--- src/rtl/cpu_sequencer.sv ---
// cpu_sequencer: multi-cycle fetch/decode/execute control unit for the 8-register CPU core.
// Strobes are decoded from state and IR and are forced low while reset is asserted.
module cpu_sequencer #(
    parameter int WAIT_MAX = 15
) (
    input  logic       clk,
    input  logic       rst_n,
    output logic       mem_req_o,
    output logic       mem_we_o,
    output logic       mem_addr_sel_o,
    input  logic       mem_ready_i,
    input  logic [7:0] mem_rdata_i,
    output logic       pc_inc_o,
    output logic       pc_load_o,
    output logic [2:0] alu_op_o,
    output logic       alu_src_imm_o,
    output logic       rf_we_o,
    output logic       wb_sel_o,
    output logic [2:0] rf_waddr_o,
    output logic [2:0] rf_raddr_b_o,
    output logic [7:0] imm_o,
    input  logic       flag_z_i,
    output logic       c_halt_o,
    output logic       err_o
);
    localparam int WW = $clog2(WAIT_MAX + 1);
    localparam logic [WW-1:0] WMAX = WW'(WAIT_MAX);

    typedef enum logic [2:0] {S_FETCH_OP, S_FETCH_OPND, S_EXEC, S_MEM, S_HALT} state_t;

    state_t          state_q, state_d;
    logic [7:0]      ir_q, ir_d;
    logic [7:0]      opnd_q, opnd_d;
    logic [WW-1:0]   wait_q, wait_d;
    logic            err_q, err_d;
    logic            req, we, asel, inc, load, src_imm, rf_we, wb;
    logic [2:0]      alu_op;
    logic [3:0]      op, rd_op;
    logic            alu_cls;

    assign op      = ir_q[7:4];
    assign rd_op   = mem_rdata_i[7:4];
    assign alu_cls = op inside {[4'h1:4'h6]};

    always_ff @(posedge clk or negedge rst_n) begin
        if (!rst_n) begin
            state_q <= S_FETCH_OP;
            ir_q    <= '0;
            opnd_q  <= '0;
            wait_q  <= '0;
            err_q   <= 1'b0;
        end else begin
            state_q <= state_d;
            ir_q    <= ir_d;
            opnd_q  <= opnd_d;
            wait_q  <= wait_d;
            err_q   <= err_d;
        end
    end

    always_comb begin
        state_d = state_q;
        ir_d    = ir_q;
        opnd_d  = opnd_q;
        err_d   = err_q;
        wait_d  = '0;
        req     = 1'b0;
        we      = 1'b0;
        asel    = 1'b0;
        inc     = 1'b0;
        load    = 1'b0;
        alu_op  = 3'd0;
        src_imm = 1'b0;
        rf_we   = 1'b0;
        wb      = 1'b0;
        case (state_q)
            S_FETCH_OP: begin
                req = 1'b1;
                if (mem_ready_i) begin
                    ir_d    = mem_rdata_i;
                    inc     = 1'b1;
                    state_d = (rd_op == 4'h0 || rd_op == 4'hF) ? S_EXEC :
                              (rd_op > 4'hA) ? S_HALT : S_FETCH_OPND;
                    err_d   = rd_op inside {[4'hB:4'hE]};
                end
            end
            S_FETCH_OPND: begin
                req = 1'b1;
                if (mem_ready_i) begin
                    opnd_d  = mem_rdata_i;
                    inc     = 1'b1;
                    state_d = S_EXEC;
                end
            end
            S_EXEC: begin
                state_d = (op == 4'h7 || op == 4'h8) ? S_MEM :
                          (op == 4'hF) ? S_HALT : S_FETCH_OP;
                rf_we   = alu_cls;
                alu_op  = alu_cls ? op[2:0] - 3'd1 : 3'd0;
                src_imm = alu_cls & ir_q[3];
                load    = (op == 4'h9) | ((op == 4'hA) & flag_z_i);
            end
            S_MEM: begin
                req  = 1'b1;
                asel = 1'b1;
                we   = op == 4'h8;
                if (mem_ready_i) begin
                    rf_we   = op == 4'h7;
                    wb      = op == 4'h7;
                    state_d = S_FETCH_OP;
                end
            end
            default: ;
        endcase
        // Counter holds the number of wait cycles already spent in this access.
        if (req && !mem_ready_i) begin
            if (wait_q == WMAX) begin
                state_d = S_HALT;
                err_d   = 1'b1;
            end else begin
                wait_d = wait_q + 1'b1;
            end
        end
    end

    assign mem_req_o      = rst_n & req;
    assign mem_we_o       = rst_n & we;
    assign mem_addr_sel_o = rst_n & asel;
    assign pc_inc_o       = rst_n & inc;
    assign pc_load_o      = rst_n & load;
    assign alu_op_o       = alu_op;
    assign alu_src_imm_o  = src_imm;
    assign rf_we_o        = rst_n & rf_we;
    assign wb_sel_o       = rst_n & wb;
    assign rf_waddr_o     = ir_q[2:0];
    assign rf_raddr_b_o   = opnd_q[2:0];
    assign imm_o          = opnd_q;
    assign c_halt_o       = state_q == S_HALT;
    assign err_o          = err_q;
endmodule

--- config.mk ---
export PLATFORM = sky130hd
export DESIGN_NAME = cpu_sequencer
export DESIGN_NICKNAME = d
export VERILOG_FILES = /design/src/rtl/cpu_sequencer.sv
export SDC_FILE = /design/constraint.sdc
export NUM_CORES = 1
export LEC_CHECK = 0
export ABC_AREA = 1
export BUFFER_PORTS_ARGS = -buffer_cell sky130_fd_sc_hd__buf_4
export CORE_UTILIZATION = 51
export CTS_CLUSTER_DIAMETER = 30
export DETAILED_ROUTE_END_ITERATION = 8
export PLACE_DENSITY = 0.8
export RECOVER_POWER = 100
export SYNTH_ARGS = -nofsm -noshare
export SYNTH_HDL_FRONTEND = slang
export SYNTH_SLANG_ARGS = --single-unit
export TNS_END_PERCENT = 30
--- constraint.sdc ---
create_clock -name clk -period 1.5 [get_ports clk]
set_input_delay 0 -clock clk [delete_from_list [all_inputs] [get_ports clk]]
set_output_delay 0 -clock clk [all_outputs]
set_load 0.02 [all_outputs]
==> impl_metrics.csv, run 1 <==
group,metric,value,unit
run_status,status,"finished with violations",
run_status,violations,"negative setup slack",
global_route,grt_first_pass_wirelength,5382,um
finish,drive_above_1_share,0.2877,
die,core-area,2500,um^2
finish,area_growth,39.07,%
setup_path,arrival,1670,ps
detailed_routing,drt-total-wl,3539,um
synthesis,synthMuxAreaShare,0,
die,ios,39,
sta,slew_violations,0,
synthesis,synth_compound_gate_area_share,0.08889,
setup_path,crit_type,"reg2out",
finish,antenna_cells,0,
synthesis,synth.cell_area,1351,um^2
detailed_routing,ant_nets,0,
sta,slew_headroom,0.3594,
detailed_routing,drc,0,
die,die_x,53.48,um
setup_path,path_max_fanout,5,
sta,fmaxAchievable,598.0,MHz
synthesis,synth_fa_ha_area_frac,0.04630,
power,ir_drop,0.5447,mV
detailed_routing,routed-via-count,1322,
job,drv_cap,0,
clock_tree,cts.sink_count,24,
placed_design,port_buffers,38,
synthesis,yosys.cell_types.count,27,
global_route,grt_max_degree,20,
detailed_routing,dr.pass1.iters,4,
synthesis,synth-seq-cells,24,
sta,final-setup-viol-count,7,
synthesis,syn_inst,166,
synthesis,ys_warn_count,0,
setup_path,critPathCaptureType,"primary output",
clock_tree,clk_latency,310,ps
synthesis,synth_top_family_by_area,"simple AND/OR/NAND/NOR gates",
synthesis,synth_simple_gate_area_frac,0.2796,
die,floorplan.die_area,2860,um^2
clock_tree,cts_buffer_depth,2,
finish,fin_nets,237,
power,power_density,634.8,nW/um^2
sta,hold_viol,0,
clock_tree,clk_pin_slew,130,ps
global_route,overflow,0,
detailed_routing,viasPerCell,5.309,
setup_path,cp-start-kind,"register",
global_route,grt_antenna_before_repair,0,
detailed_routing,drtIter0Drc,37,
min_path,worstHoldPathType,"in2async",
clock_tree,cts_buffers,3,
sta,finClkSkew,4.063,ps
die,num_rows,18,
clock_tree,cts_tree,"yes",
synthesis,synth.net_count,183,
setup_path,worstPathRequired,1500,ps
sta,worstMarginPinSlew,960.9,ps
synthesis,synth_seq_area_share,0.4444,
power,leakage,0.8801,nW
sta,rsz0062_at_grt,"true",
setup_path,r2r.worst_path.cells,8,
sta,period_minus_slack,1672,ps
placed_design,dp_hpwl,2196,um
synthesis,syn_area_per_cell,8.140,um^2
sta,setup_ws,-172.2,ps
setup_path,rrSetupSlack,20,ps
die,initial_utilization,0.5405,
detailed_routing,drt-wirelength-per-cell,14.21,um
sta,min_period_over_period,1.115,
global_route,grt_usage,0.2657,
die,die_h,53.48,um
power,power,1.193,mW
sta,whs,42.74,ps
clock_tree,cts_root_buf,"clkbuf_4",
clock_tree,cts_max_level,1,
synthesis,synth_xor_area_frac,0.01296,
global_route,first_global_vias,1235,
placed_design,gp_congestion,0.8346,
sta,fin_setup_tns,-929.8,ps
-- flip-flops by register name (all words and copies together) (netlist names) --
name and cells:
state_q 3, imm_o 8, wait_q 4, err_o 1, ir_q 8
-- worst paths after layout --
path | startpoint | to
hold / removal | rst_n | ir_q[7]
hold reg to reg | ir_q[1] | ir_q[1]
setup / recovery | ir_q[4] | alu_op_o[2]
setup reg to reg | state_q[0] | state_q[1]
min in group clk | mem_ready_i | state_q[0]
max in group asynchronous | rst_n | state_q[2]
-- cell usage after synthesis, drive strengths merged --
library cell | instances | area share
inv | 28 | 0.078
o21ai | 16 | 0.059
o21bai | 1 | 0.0056
nor3 | 8 | 0.030
dfrtp | 24 | 0.44
xnor2 | 1 | 0.0065
o31ai | 1 | 0.0056
nor2 | 14 | 0.046
xor2 | 1 | 0.0065
a21oi | 5 | 0.019
nand3b | 1 | 0.0056
nor3b | 2 | 0.011
ha | 5 | 0.046
nand2 | 35 | 0.099
nor4 | 1 | 0.0046
nand4 | 4 | 0.030
buf | 8 | 0.050
nand3 | 11 | 0.054
-- routing by layer --
metal / share of wire / track usage / up-vias
li1: - / - / 634
met1: 0.41 / 0.3014 / 624
met5: 0 / 0 / -
met2: 0.52 / 0.4708 / 54
met3: 0.051 / 0.04310 / 10
met4: 0.025 / 0.1360 / 0
-- where the power goes --
group / switching [mW] / internal (mW) / total [mW]
sequential: 0 / 0.647 / 0.647
combinational: 0.0443 / 0.0393 / 0.0836
clock: 0.192 / 0.270 / 0.463
-- area by class of cell --
type / count / area, um^2
Multi-Input combinational cell: 106 / 669.4
Fill cell: 177 / 620.6
Sequential cell: 24 / 605.6
Timing Repair Buffer: 57 / 404.1
Inverter: 28 / 110.1
Tap cell: 30 / 37.54
Clock inverter: 1 / 30.03
Clock buffer: 3 / 22.52
-- per-stage QoR --
step / utilization / std cells / instance area [um^2] / worst slack (ps)
global route: 0.7518 / 249 / 1879 / -194.0
floorplan: - / 166 / 1351 / 81.18
CTS: 0.7623 / 247 / 1906 / -113.4
detailed placement: 0.6456 / 227 / 1614 / 143.4
global placement: 0.6456 / 227 / 1614 / 221.3
finish: 0.7518 / 249 / 1879 / -172.2
-- cell families after synthesis --
family                   Yosys count
buffers and inverters             36
adder cells (fa/ha/maj)            5
XOR/XNOR                           2
AND/OR/NAND/NOR                   76
flip-flops                        24
AO/OA/AOI/OAI                     23
-- repair_timing --
action	4_1_cts	5_1_grt
setup buffers	7	2
endpoints found under the hold margin	38	0
hold buffers	9	0
gates resized for setup	24	8
pin swaps	7	5
setup endpoints to repair	7	8
-- cell usage in the layout, fill, tap and decap left out, drive strengths merged, types with 2 or more instances in the layout --
master	count
nand3	11
o21ai	16
nand2	35
clkbuf	21
nor3	8
inv	28
nor3b	2
buf	30
nor2	14
ha	5
a21oi	5
nand4	4
dfrtp	24
dlygate4sd3	9
-- critical path: stages, from the launching register on --
cell and delay, ps:
dfrtp_2 480, buf_12 140, ha_4 160, nand3b_1 180
nand2_2 170, nor3_1 70, buf_4 160
Power figures use the tool's default switching activity.
==> inputs of run 2 (changes only) <==
--- a/config.mk
+++ b/config.mk
@@ -11,7 +11,6 @@
 export CTS_CLUSTER_DIAMETER = 30
 export DETAILED_ROUTE_END_ITERATION = 8
 export PLACE_DENSITY = 0.8
-export RECOVER_POWER = 100
 export SYNTH_ARGS = -nofsm -noshare
 export SYNTH_HDL_FRONTEND = slang
 export SYNTH_SLANG_ARGS = --single-unit
==> impl_metrics.csv, run 2 (synthesis gave the netlist of run 1 again) <==
group,metric,value,unit
run_status,status,"finished with violations",
run_status,violations,"negative setup slack",
clock_tree,cts_tree,"yes",
global_route,met3_usage,0.04310,
power,power,1.195,mW
setup_path,worstPathRequired,1500,ps
global_route,use_met1,0.3014,
job,drv_cap,0,
finish,fillCellCount,154,
sta,fmaxAchievable,601.9,MHz
detailed_routing,dr.pass1.iters,4,
finish,drive_above_1_share,0.3699,
sta,slew_violations,0,
finish,fin_util,0.7863,
placed_design,gp_congestion,0.8346,
sta,whs,47.84,ps
placed_design,port_buffers,38,
sta,hold_viol,0,
setup_path,cp-start-kind,"register",
die,die_h,53.48,um
global_route,overflow,0,
placed_design,pre_cts_ws,143.4,ps
clock_tree,clk_latency,310,ps
clock_tree,clk_pin_slew,120,ps
setup_path,cp-startpoint,"ir_q[4]",
detailed_routing,drt-wirelength-per-cell,14.38,um
detailed_routing,drt-total-wl,3581,um
setup_path,crit_type,"reg2out",
global_route,grt_usage,0.2657,
power,leakage,0.9540,nW
sta,slew_headroom,0.8301,
clock_tree,cts.sink_count,24,
setup_path,path_max_fanout,5,
setup_path,arrival,1660,ps
sta,finClkSkew,8.868,ps
die,die_x,53.48,um
min_path,worstHoldPathType,"in2async",
global_route,grt_first_pass_wirelength,5382,um
clock_tree,cts_buffer_depth,2,
sta,setup_ws,-161.4,ps
finish,layout_common_cells,"buf_4 (44), nand2_1 (32), inv_1 (23)",
finish,area_growth,45.46,%
power,ir_drop,0.5417,mV
die,initial_utilization,0.5405,
finish,fin_cells,249,
die,core-area,2500,um^2
sta,min_period_over_period,1.108,
finish,final_common_cell,"buf_4",
die,floorplan.die_area,2860,um^2
placed_design,dp_cells,227,
detailed_routing,viasPerCell,5.293,
global_route,first_global_vias,1235,
sta,final-setup-viol-count,7,
global_route,grt_max_degree,20,
finish,regArea,605.6,um^2
detailed_routing,drc,0,
detailed_routing,ant_nets,0,
finish,fin_nets,237,
sta,rsz0062_at_grt,"true",
placed_design,dp_hpwl,2196,um
detailed_routing,routed-via-count,1318,
die,ios,39,
setup_path,critPathCaptureType,"primary output",
sta,fin_setup_tns,-877.8,ps
clock_tree,cts_max_level,1,
clock_tree,cts_root_buf,"clkbuf_4",
finish,multi_input_area,685.7,um^2
global_route,met2_usage,0.4708,
placed_design,placed_cell_area,1614,um^2
power,power_density,607.9,nW/um^2
sta,worstMarginPinSlew,252.5,ps
detailed_routing,drtIter0Drc,38,
finish,antenna_cells,0,
setup_path,timing.rr.start,"state_q[0]",
clock_tree,cts_buffers,3,
global_route,busiest_layer,"met2",
finish,final_cell_area,1966,um^2
sta,period_minus_slack,1661,ps
global_route,grt_antenna_before_repair,0,
die,num_rows,18,
==> run 2: final timing paths <==
check	endpoint	slack, ps	depth (start not counted)
hold reg to reg	ir_q[1]	510	2
max in group asynchronous	state_q[2]	990	3
setup reg to reg	state_q[1]	80	8
setup / recovery	alu_op_o[2]	-160	6
min in group clk	state_q[0]	100	4
hold / removal	ir_q[7]	50	2
==> run 2: power breakdown <==
| part | internal, mW | total [mW] | switching [mW] | leakage [nW] |
|---|---|---|---|---|
| registers | 0.647 | 0.647 | 0 | 0.317 |
| clock network | 0.270 | 0.462 | 0.192 | 0.0279 |
| logic | 0.0406 | 0.0861 | 0.0455 | 0.609 |
| total | 0.958 | 1.19 | 0.237 | 0.954 |
==> run 2: final cells by class <==
class                      count  share of cell area
multi-input combinational    106              0.3488
clock inverter                 1             0.01528
inverter                      28             0.05602
sequential                    24              0.3081
clock buffer                   3             0.01146
tap                           30             0.01910
timing repair buffer          57              0.2412
==> run 2: what timing repair did <==
| item | in CTS | in global routing |
|---|---|---|
| setup endpoints to repair | 7 | 8 |
| hold buffers | 9 | 0 |
| cloned | 0 | 0 |
| resized for setup | 24 | 8 |
| hold endpoints to repair | 38 | 0 |
| pin swaps | 7 | 5 |
| setup buffers | 7 | 2 |
==> run 2: layer usage <==
layer | vias up | part of all wire
li1 | 639 | -
met1 | 624 | 0.41
met2 | 49 | 0.52
met3 | 6 | 0.050
met4 | 0 | 0.014
met5 | - | 0
==> run 2: critical path, cell delays in order, from the launching register on <==
cell and delay (ps):
dfrtp_2 480, buf_12 140, ha_4 150, nand3b_1 180
nand2_2 160, nor3_1 60, buf_4 160
